### config.mk
export PLATFORM = sky130hd
export DESIGN_NAME = sdram_cmd_monitor
export DESIGN_NICKNAME = d
export VERILOG_FILES = /design/src/rtl/sdram_cmd_monitor.sv
export SDC_FILE = /design/constraint.sdc
export NUM_CORES = 1
export LEC_CHECK = 0
export ABC_AREA = 1
export CAP_MARGIN = 20
export CORE_ASPECT_RATIO = 1.5
export CORE_MARGIN = 2
export CORE_UTILIZATION = 55
export DETAILED_ROUTE_END_ITERATION = 8
export GPL_TIMING_DRIVEN = 0
export PLACE_DENSITY = 0.77
export SYNTH_ARGS = -nofsm -noshare
export SYNTH_HDL_FRONTEND = slang
export SYNTH_SLANG_ARGS = --single-unit
### constraint.sdc
create_clock -name clk -period 4.1 [get_ports clk]
set_clock_uncertainty 0.15 [all_clocks]
set_input_delay 0.41 -clock clk [delete_from_list [all_inputs] [get_ports clk]]
set_output_delay 0.41 -clock clk [all_outputs]
set_load 0.05 [all_outputs]
### src/rtl/sdram_cmd_monitor.sv
// sdram_cmd_monitor: passive SDRAM command decoder and protocol checker.
// Tracks the power-up/init sequence, command spacing and the auto-refresh deadline.
module sdram_cmd_monitor #(
    parameter int unsigned T_POWERUP = 20000,
    parameter int unsigned T_RP      = 2,
    parameter int unsigned T_RFC     = 7,
    parameter int unsigned T_MRD     = 2,
    parameter int unsigned T_REFI    = 780,
    parameter int unsigned INIT_AREF = 8
) (
    input  logic        clk,
    input  logic        rst,
    input  logic [3:0]  sdram_cmd,
    input  logic [1:0]  sdram_ba,
    input  logic [12:0] sdram_addr,
    output logic        init_done,
    output logic [12:0] mode_reg,
    output logic [15:0] aref_cnt,
    output logic        err_timing,
    output logic        err_seq,
    output logic        err_refi,
    output logic        err_any
);
    localparam int unsigned T_MAX = (T_RP > T_RFC) ? ((T_RP > T_MRD) ? T_RP : T_MRD)
                                                   : ((T_RFC > T_MRD) ? T_RFC : T_MRD);
    localparam int unsigned TW = $clog2(T_MAX) + 1;
    localparam int unsigned PW = $clog2(T_POWERUP + 1);
    localparam int unsigned RW = $clog2(T_REFI + 1);
    localparam int unsigned IW = $clog2(INIT_AREF + 1);

    localparam logic [TW-1:0] L_RP      = TW'(T_RP);
    localparam logic [TW-1:0] L_RFC     = TW'(T_RFC);
    localparam logic [TW-1:0] L_MRD     = TW'(T_MRD);
    localparam logic [TW-1:0] L_T_ONE   = TW'(1);
    localparam logic [PW-1:0] L_PWRUP   = PW'(T_POWERUP);
    localparam logic [PW-1:0] L_P_ONE   = PW'(1);
    localparam logic [RW-1:0] L_REFI    = RW'(T_REFI);
    localparam logic [RW-1:0] L_REFI_M1 = RW'(T_REFI - 1);
    localparam logic [RW-1:0] L_R_ONE   = RW'(1);
    localparam logic [IW-1:0] L_INIT    = IW'(INIT_AREF);
    localparam logic [IW-1:0] L_I_ONE   = IW'(1);

    typedef enum logic [1:0] {
        ST_PWRUP,
        ST_INIT_REF,
        ST_MRS_WAIT,
        ST_READY
    } state_t;

    state_t        r_state;
    state_t        w_state_next;
    logic [TW-1:0] r_timer;
    logic [TW-1:0] w_timer_next;
    logic [PW-1:0] r_pwr_cnt;
    logic [PW-1:0] w_pwr_cnt_next;
    logic [IW-1:0] r_init_cnt;
    logic [IW-1:0] w_init_cnt_next;
    logic [RW-1:0] r_refi;
    logic [RW-1:0] w_refi_next;
    logic          r_init_done;
    logic [12:0]   r_mode;
    logic [15:0]   r_aref_cnt;
    logic          r_err_timing;
    logic          r_err_seq;
    logic          r_err_refi;
    logic          r_err_any;

    logic w_idle;
    logic w_active;
    logic w_is_pre;
    logic w_is_aref;
    logic w_is_mrs;
    logic w_pre_all;
    logic w_ba_zero;
    logic w_mode_load;
    logic w_set_done;
    logic w_err_timing;
    logic w_err_seq;
    logic w_err_refi;

    assign w_idle    = sdram_cmd[3] | (sdram_cmd[2:0] == 3'b111);
    assign w_active  = ~w_idle;
    assign w_is_pre  = (sdram_cmd == 4'b0010);
    assign w_is_aref = (sdram_cmd == 4'b0001);
    assign w_is_mrs  = (sdram_cmd == 4'b0000);
    assign w_pre_all = w_is_pre & sdram_addr[10];
    assign w_ba_zero = (sdram_ba == 2'b00);

    always_comb begin
        w_timer_next = r_timer;
        if (w_is_pre) begin
            w_timer_next = L_RP;
        end else if (w_is_aref) begin
            w_timer_next = L_RFC;
        end else if (w_is_mrs) begin
            w_timer_next = L_MRD;
        end else if (r_timer != '0) begin
            w_timer_next = r_timer - L_T_ONE;
        end
    end

    always_comb begin
        w_state_next    = r_state;
        w_pwr_cnt_next  = r_pwr_cnt;
        w_init_cnt_next = r_init_cnt;
        w_refi_next     = r_refi;
        w_mode_load     = 1'b0;
        w_set_done      = 1'b0;
        w_err_seq       = 1'b0;
        w_err_refi      = 1'b0;
        w_err_timing    = w_active & (r_timer != '0);
        case (r_state)
            ST_PWRUP: begin
                // idle counter saturates at L_PWRUP, so "!=" reads as "not yet reached"
                if (w_idle) begin
                    if (r_pwr_cnt != L_PWRUP) begin
                        w_pwr_cnt_next = r_pwr_cnt + L_P_ONE;
                    end
                end else if (r_pwr_cnt != L_PWRUP) begin
                    w_err_timing = 1'b1;
                end else if (w_pre_all) begin
                    w_state_next    = ST_INIT_REF;
                    w_init_cnt_next = '0;
                end else begin
                    w_err_seq = 1'b1;
                end
            end
            ST_INIT_REF: begin
                if (w_is_aref) begin
                    if (r_init_cnt != L_INIT) begin
                        w_init_cnt_next = r_init_cnt + L_I_ONE;
                    end
                end else if (w_pre_all) begin
                    w_init_cnt_next = '0;
                end else if (w_is_mrs && w_ba_zero && (r_init_cnt == L_INIT)) begin
                    w_state_next = ST_MRS_WAIT;
                    w_mode_load  = 1'b1;
                end else if (w_active) begin
                    w_err_seq = 1'b1;
                end
            end
            ST_MRS_WAIT: begin
                if (w_timer_next == '0) begin
                    w_state_next = ST_READY;
                    w_set_done   = 1'b1;
                    w_refi_next  = '0;
                end
            end
            ST_READY: begin
                if (w_is_mrs) begin
                    if (w_ba_zero) begin
                        w_mode_load = 1'b1;
                    end else begin
                        w_err_seq = 1'b1;
                    end
                end
                // counter parks at L_REFI after the deadline so the pulse fires once
                if (w_is_aref) begin
                    w_refi_next = '0;
                end else if (r_refi != L_REFI) begin
                    w_refi_next = r_refi + L_R_ONE;
                    w_err_refi  = (r_refi == L_REFI_M1);
                end
            end
            default: begin
                w_state_next = ST_PWRUP;
            end
        endcase
    end

    always_ff @(posedge clk) begin
        if (rst) begin
            r_state      <= ST_PWRUP;
            r_timer      <= '0;
            r_pwr_cnt    <= '0;
            r_init_cnt   <= '0;
            r_refi       <= '0;
            r_init_done  <= 1'b0;
            r_mode       <= '0;
            r_aref_cnt   <= '0;
            r_err_timing <= 1'b0;
            r_err_seq    <= 1'b0;
            r_err_refi   <= 1'b0;
            r_err_any    <= 1'b0;
        end else begin
            r_state      <= w_state_next;
            r_timer      <= w_timer_next;
            r_pwr_cnt    <= w_pwr_cnt_next;
            r_init_cnt   <= w_init_cnt_next;
            r_refi       <= w_refi_next;
            if (w_mode_load) begin
                r_mode <= sdram_addr;
            end
            if (w_set_done) begin
                r_init_done <= 1'b1;
            end
            if (w_is_aref && (r_aref_cnt != '1)) begin
                r_aref_cnt <= r_aref_cnt + 16'd1;
            end
            r_err_timing <= w_err_timing;
            r_err_seq    <= w_err_seq;
            r_err_refi   <= w_err_refi;
            r_err_any    <= r_err_any | w_err_timing | w_err_seq | w_err_refi;
        end
    end

    assign init_done  = r_init_done;
    assign mode_reg   = r_mode;
    assign aref_cnt   = r_aref_cnt;
    assign err_timing = r_err_timing;
    assign err_seq    = r_err_seq;
    assign err_refi   = r_err_refi;
    assign err_any    = r_err_any;

endmodule

# Word-level counts from Yosys, hierarchy flattened

Cells that the tools add are included.

$add $sub $neg: 5
Equal/unequal tests: 21
Mux-type cells: 46
Bitwise operators: 7
Reduce and logical (&&, ||, !) cells: 15

Operator list:

| kind                                          | count |
|---|---|
| two-way mux 4 bit                             | 9 |
| two-way mux 10 bit                            | 3 |
| two-way mux 1 bit                             | 22 |
| one-hot mux 10 bit (2 select lines)           | 1 |
| adder 16 x 1 -> 16 bit, second input constant | 1 |
| inequality test 16 bit, second input constant | 1 |
| adder 15 x 1 -> 15 bit, second input constant | 1 |
| inequality test 15 bit, second input constant | 1 |
| two-way mux 2 bit                             | 7 |
| inequality test 2 bit, second input constant  | 7 |
| adder 10 x 1 -> 10 bit, second input constant | 1 |
| == test 10 bit, second input constant         | 1 |
| inequality test 10 bit, second input constant | 1 |
| zero test 4 bit                               | 2 |
| one-hot mux 4 bit (2 select lines)            | 1 |
| AND reduction 8 bit                           | 1 |
| inequality test 3 bit, second input constant  | 2 |
| one-hot mux 2 bit (3 select lines)            | 1 |
| AND reduction 3 bit                           | 2 |
| adder 4 x 1 -> 4 bit, second input constant   | 1 |
| == test 2 bit, second input constant          | 2 |
| == test 4 x 1 -> 1 bit, second input constant | 1 |
| == test 4 x 2 -> 1 bit, second input constant | 1 |
| == test 4 bit, second input constant          | 1 |
| 15 further kinds                              | 23 |

Register bits after elaboration: 69
Input port bits: 21
Output and inout bits: 34
Logic and storage cells: 106

# Logic depth before layout (Yosys ltp)

Depth in word-level cells: 10
Depth in mapped cells: 14
Mapped depth without buffers: 13

# Worst setup path before layout

OpenSTA, ideal clock, no wires.

Path type: register to register
From: reg r_aref_cnt[0], in the netlist aref_cnt[0]
To: reg r_aref_cnt[0], in the netlist aref_cnt[0]
Library setup time: 0.148 ns
Data arrival time: 1.741 ns
Required time: 3.802 ns
Slack: 2.062 ns
Cell stages (with the launch flop): 10
Path buffers: 1
Clock period less this slack: 2.038 ns
Cell sequence: dfxtp_1 -> ha_1 -> nand2_1 -> nor2_1 -> nand4_1 -> nand2_1 -> inv_1 -> buf_4 -> o21ai_0 -> a21oi_1

Cells in the longest elaborated chain, start to end: 2
Elaborated cells on any way between the ends: 3
Classes of those cells: add/sub (1); eq/ne (1); reduce/logical (1)

RTL lines:

| element                                                        | RTL line | text |
|---|---|---|
| start, declared                                                | 62       | `logic [15:0] r_aref_cnt;` |
| start signal, assigned                                         | 198      | `r_aref_cnt <= r_aref_cnt + 16'd1;` |
| branches (longest 2 deep; another with adder 16 x 1 -> 16 bit) | -        |  |

Several ways; the timed one is not identified.
A chain may end at the register's enable or synchronous reset.

# Worst setup path after layout

From: reg r_aref_cnt[12], in the netlist aref_cnt[12]
To: out aref_cnt[12]

RTL lines:

| element       | RTL line | text |
|---|---|---|
| end, declared | 18       | `output logic [15:0] aref_cnt,` |

No word-level cell between the ends.

==> flow_summary.toml <==
[power_and_ir_drop]
peakVddDrop_mv = 0.241
p_leak_uw = 0.00183
power.share.combinational_pct = 17.0
clkPwrFrac_pct = 34.6
power.switching_uw = 442
power_frac_seq_pct = 48.5
p_int_uw = 1020
swShare_pct = 30.2
p_per_area_mw_per_mm2 = 311

[synthesis]
synth_seq_cells = 69
synth.top_cell.area_share_pct = 35.4
synth_seq_area_share_pct = 35.4
yosys_warnings = 0
syn_avg_cell_area_sq_um = 6.53
syn-num-nets = 631
syn_area_sq_mm = 0.00390
yosys.area.top_type = "dfxtp_1"
synthesis.instances = 597
yosysUniqueCellTypes = 32
synth_area_leaders = "dfxtp_1, nand2_1, nor2_1"

[floorplanning]
die_y_um = 107
core_sq_mm = 0.00685
rows = 37
initial_core_util_pct = 56.9
fp.dieW_um = 72.8
dieArea_sq_mm = 0.00780
ioPinCount = 55

[global_routing]
first_global_vias = 3710
gr-total-overflow = 0
grt_start_max_net_pins = 13
grt_usage_pct = 26.4
antenna_found_initial = 0
grt_pass1_wl_um = 16300

[critical_path]
path_cells = "clkdlybuf4s50_1"
end_kind = "primary output"
cp-startpoint = "aref_cnt[12]"
critical_path_arrival_ps = 1680
crit_path_start_kind = "register"
crit_family = "buffers and inverters"
worstReg2RegStart = "r_state[1]"
path_class = "register to primary output"
cp_max_fo = 6
cp_num_cells = 1
reg2reg_slack_ps = 2040
cp_slowest_cell = "clkdlybuf4s50_1"
slowest_delay_ps = 860
crit_buf_inv = 1
crit_path_end = "aref_cnt[12]"
reg2reg_to = "r_init_cnt[1]"
rr_worst_depth = 10
required_ps = 3540

[placed_design]
placed_cells_incl_taps = 728
dpl_cell_area_sq_mm = 0.00453
numPortBuffers = 53
dp_hpwl_um = 7450
post-place-ws_ps = 1700
place_congestion = 0.949

[clocking]
cts_max_path_buffers = 2
cts_hold_buf = 0
post-cts-setup-buffer-count = 0
clkSlewWorstSetupHoldPaths_ps = 80
clkLatencyLatePin_ps = 360
cts-htree-levels = 3
clkSinkCount = 69
tritoncts = "yes"
clockRootBuffer = "clkbuf_8"
cts_buffers = 9
cts_resized = 0

[timing]
setup_ws_ps = 1860
holdWs_ps = 330
setup_violations = 0
tightestPinTransition_ps = 611
rsz0062_at_grt = "no"
finalSetupTns_ps = 0
slew_viol_final = 0
fmax_mhz = 446
hold_viol_final = 0
slew_headroom_pct = 59.3
fin_crit_ps = 2240
min_period_over_period_pct = 54.7

[detailed_routing]
drtIter0Drc = 157
final_antenna_net_count = 0
wire_per_inst_um = 13.1
firstDrtPassIters = 5
wl_um = 9760
vias_per_cell = 5.36
drcViolationCount = 0
vias = 3985

[final_layout]
diodes = 0
largest_reg_flops = 16
finalNonFillerCells = 744
final_common_cell = "nand2_1"
syn_to_final_growth_pct = 20.7
layout_common_cells = "nand2_1, nor2_1, inv_1, dfxtp_1, nand3_1"
nets = 695
drive_above_1_share_pct = 6.31
stdcell_area_sq_mm = 0.00471

[status]
status = "finished, final reports clean"

[job]
drv_cap = 0

[min_path]
hold_path.class = "register to register"
## synthesized netlist by cell type (all sizes together)
library cell and number:
a21oi 52, and2 1, buf 13, clkbuf 4, dfxtp 69, ha 13, inv 72, nand2 139
nand3 56, nand4 12, nor2 95, nor3 14, nor3b 2, nor4 1, o21a 1, o21ai 39
o21bai 1, o22ai 1, xnor2 6, xor2 6
## power by group through the flow
stage / combinational (uW) / clock [uW] / sequential [uW]
global placement: 243 / 0 / 724
global route: 283 / 542 / 713
detailed placement: 248 / 0 / 725
floorplan: 176 / 0 / 729
finish: 248 / 506 / 709
CTS: 249 / 511 / 709
## how the worst min path moves through the flow
stage | end | depth (start not counted) | start | slack, ps
2_1_floorplan | r_refi[4] | 2 | r_refi[4] | 300
3_3_place_gp | init_done | 1 | init_done | 300
3_5_place_dp | init_done | 1 | init_done | 310
4_1_cts | init_done | 1 | init_done | 330
5_1_grt | init_done | 1 | init_done | 350
6_report | init_done | 1 | init_done | 330
## kinds of logic (layout without fill, tap and decap cells)
| family | count (synthesis) | in the layout | synth area share, % |
|---|---|---|---|
| AND/OR/NAND/NOR | 320 | 320 | 35.6 |
| AO/OA/AOI/OAI | 94 | 94 | 12.5 |
| buffers and inverters | 89 | 158 | 9.62 |
| flip-flops | 69 | 69 | 35.4 |
| adder cells (fa/ha/maj) | 13 | 13 | 4.17 |
| XOR/XNOR | 12 | 12 | 2.69 |
## layer usage
layer,vias to the layer above,track usage [%],wire length [um]
met5,-,0,0
met4,0,11.2,262
met3,21,3.85,426
met2,114,47.5,5110
met1,1804,30.2,3960
li1,2046,-,-
## final cells by class
type                       count  area (sq um)
buffer                        17           105
clock buffer                  11           141
clock inverter                 5          36.3
fill                         629          2140
inverter                      72           270
multi-input combinational    439          2140
sequential                    69          1380
tap                           78          97.6
timing repair buffer          53           531
## per-stage QoR
step | util, % | total power (uW)
2_1_floorplan | - | 905
3_3_place_gp | 66.1 | 967
3_5_place_dp | 66.1 | 973
4_1_cts | 68.7 | 1470
5_1_grt | 68.7 | 1540
6_report | 68.7 | 1460
Power figures use the tool's default switching activity.
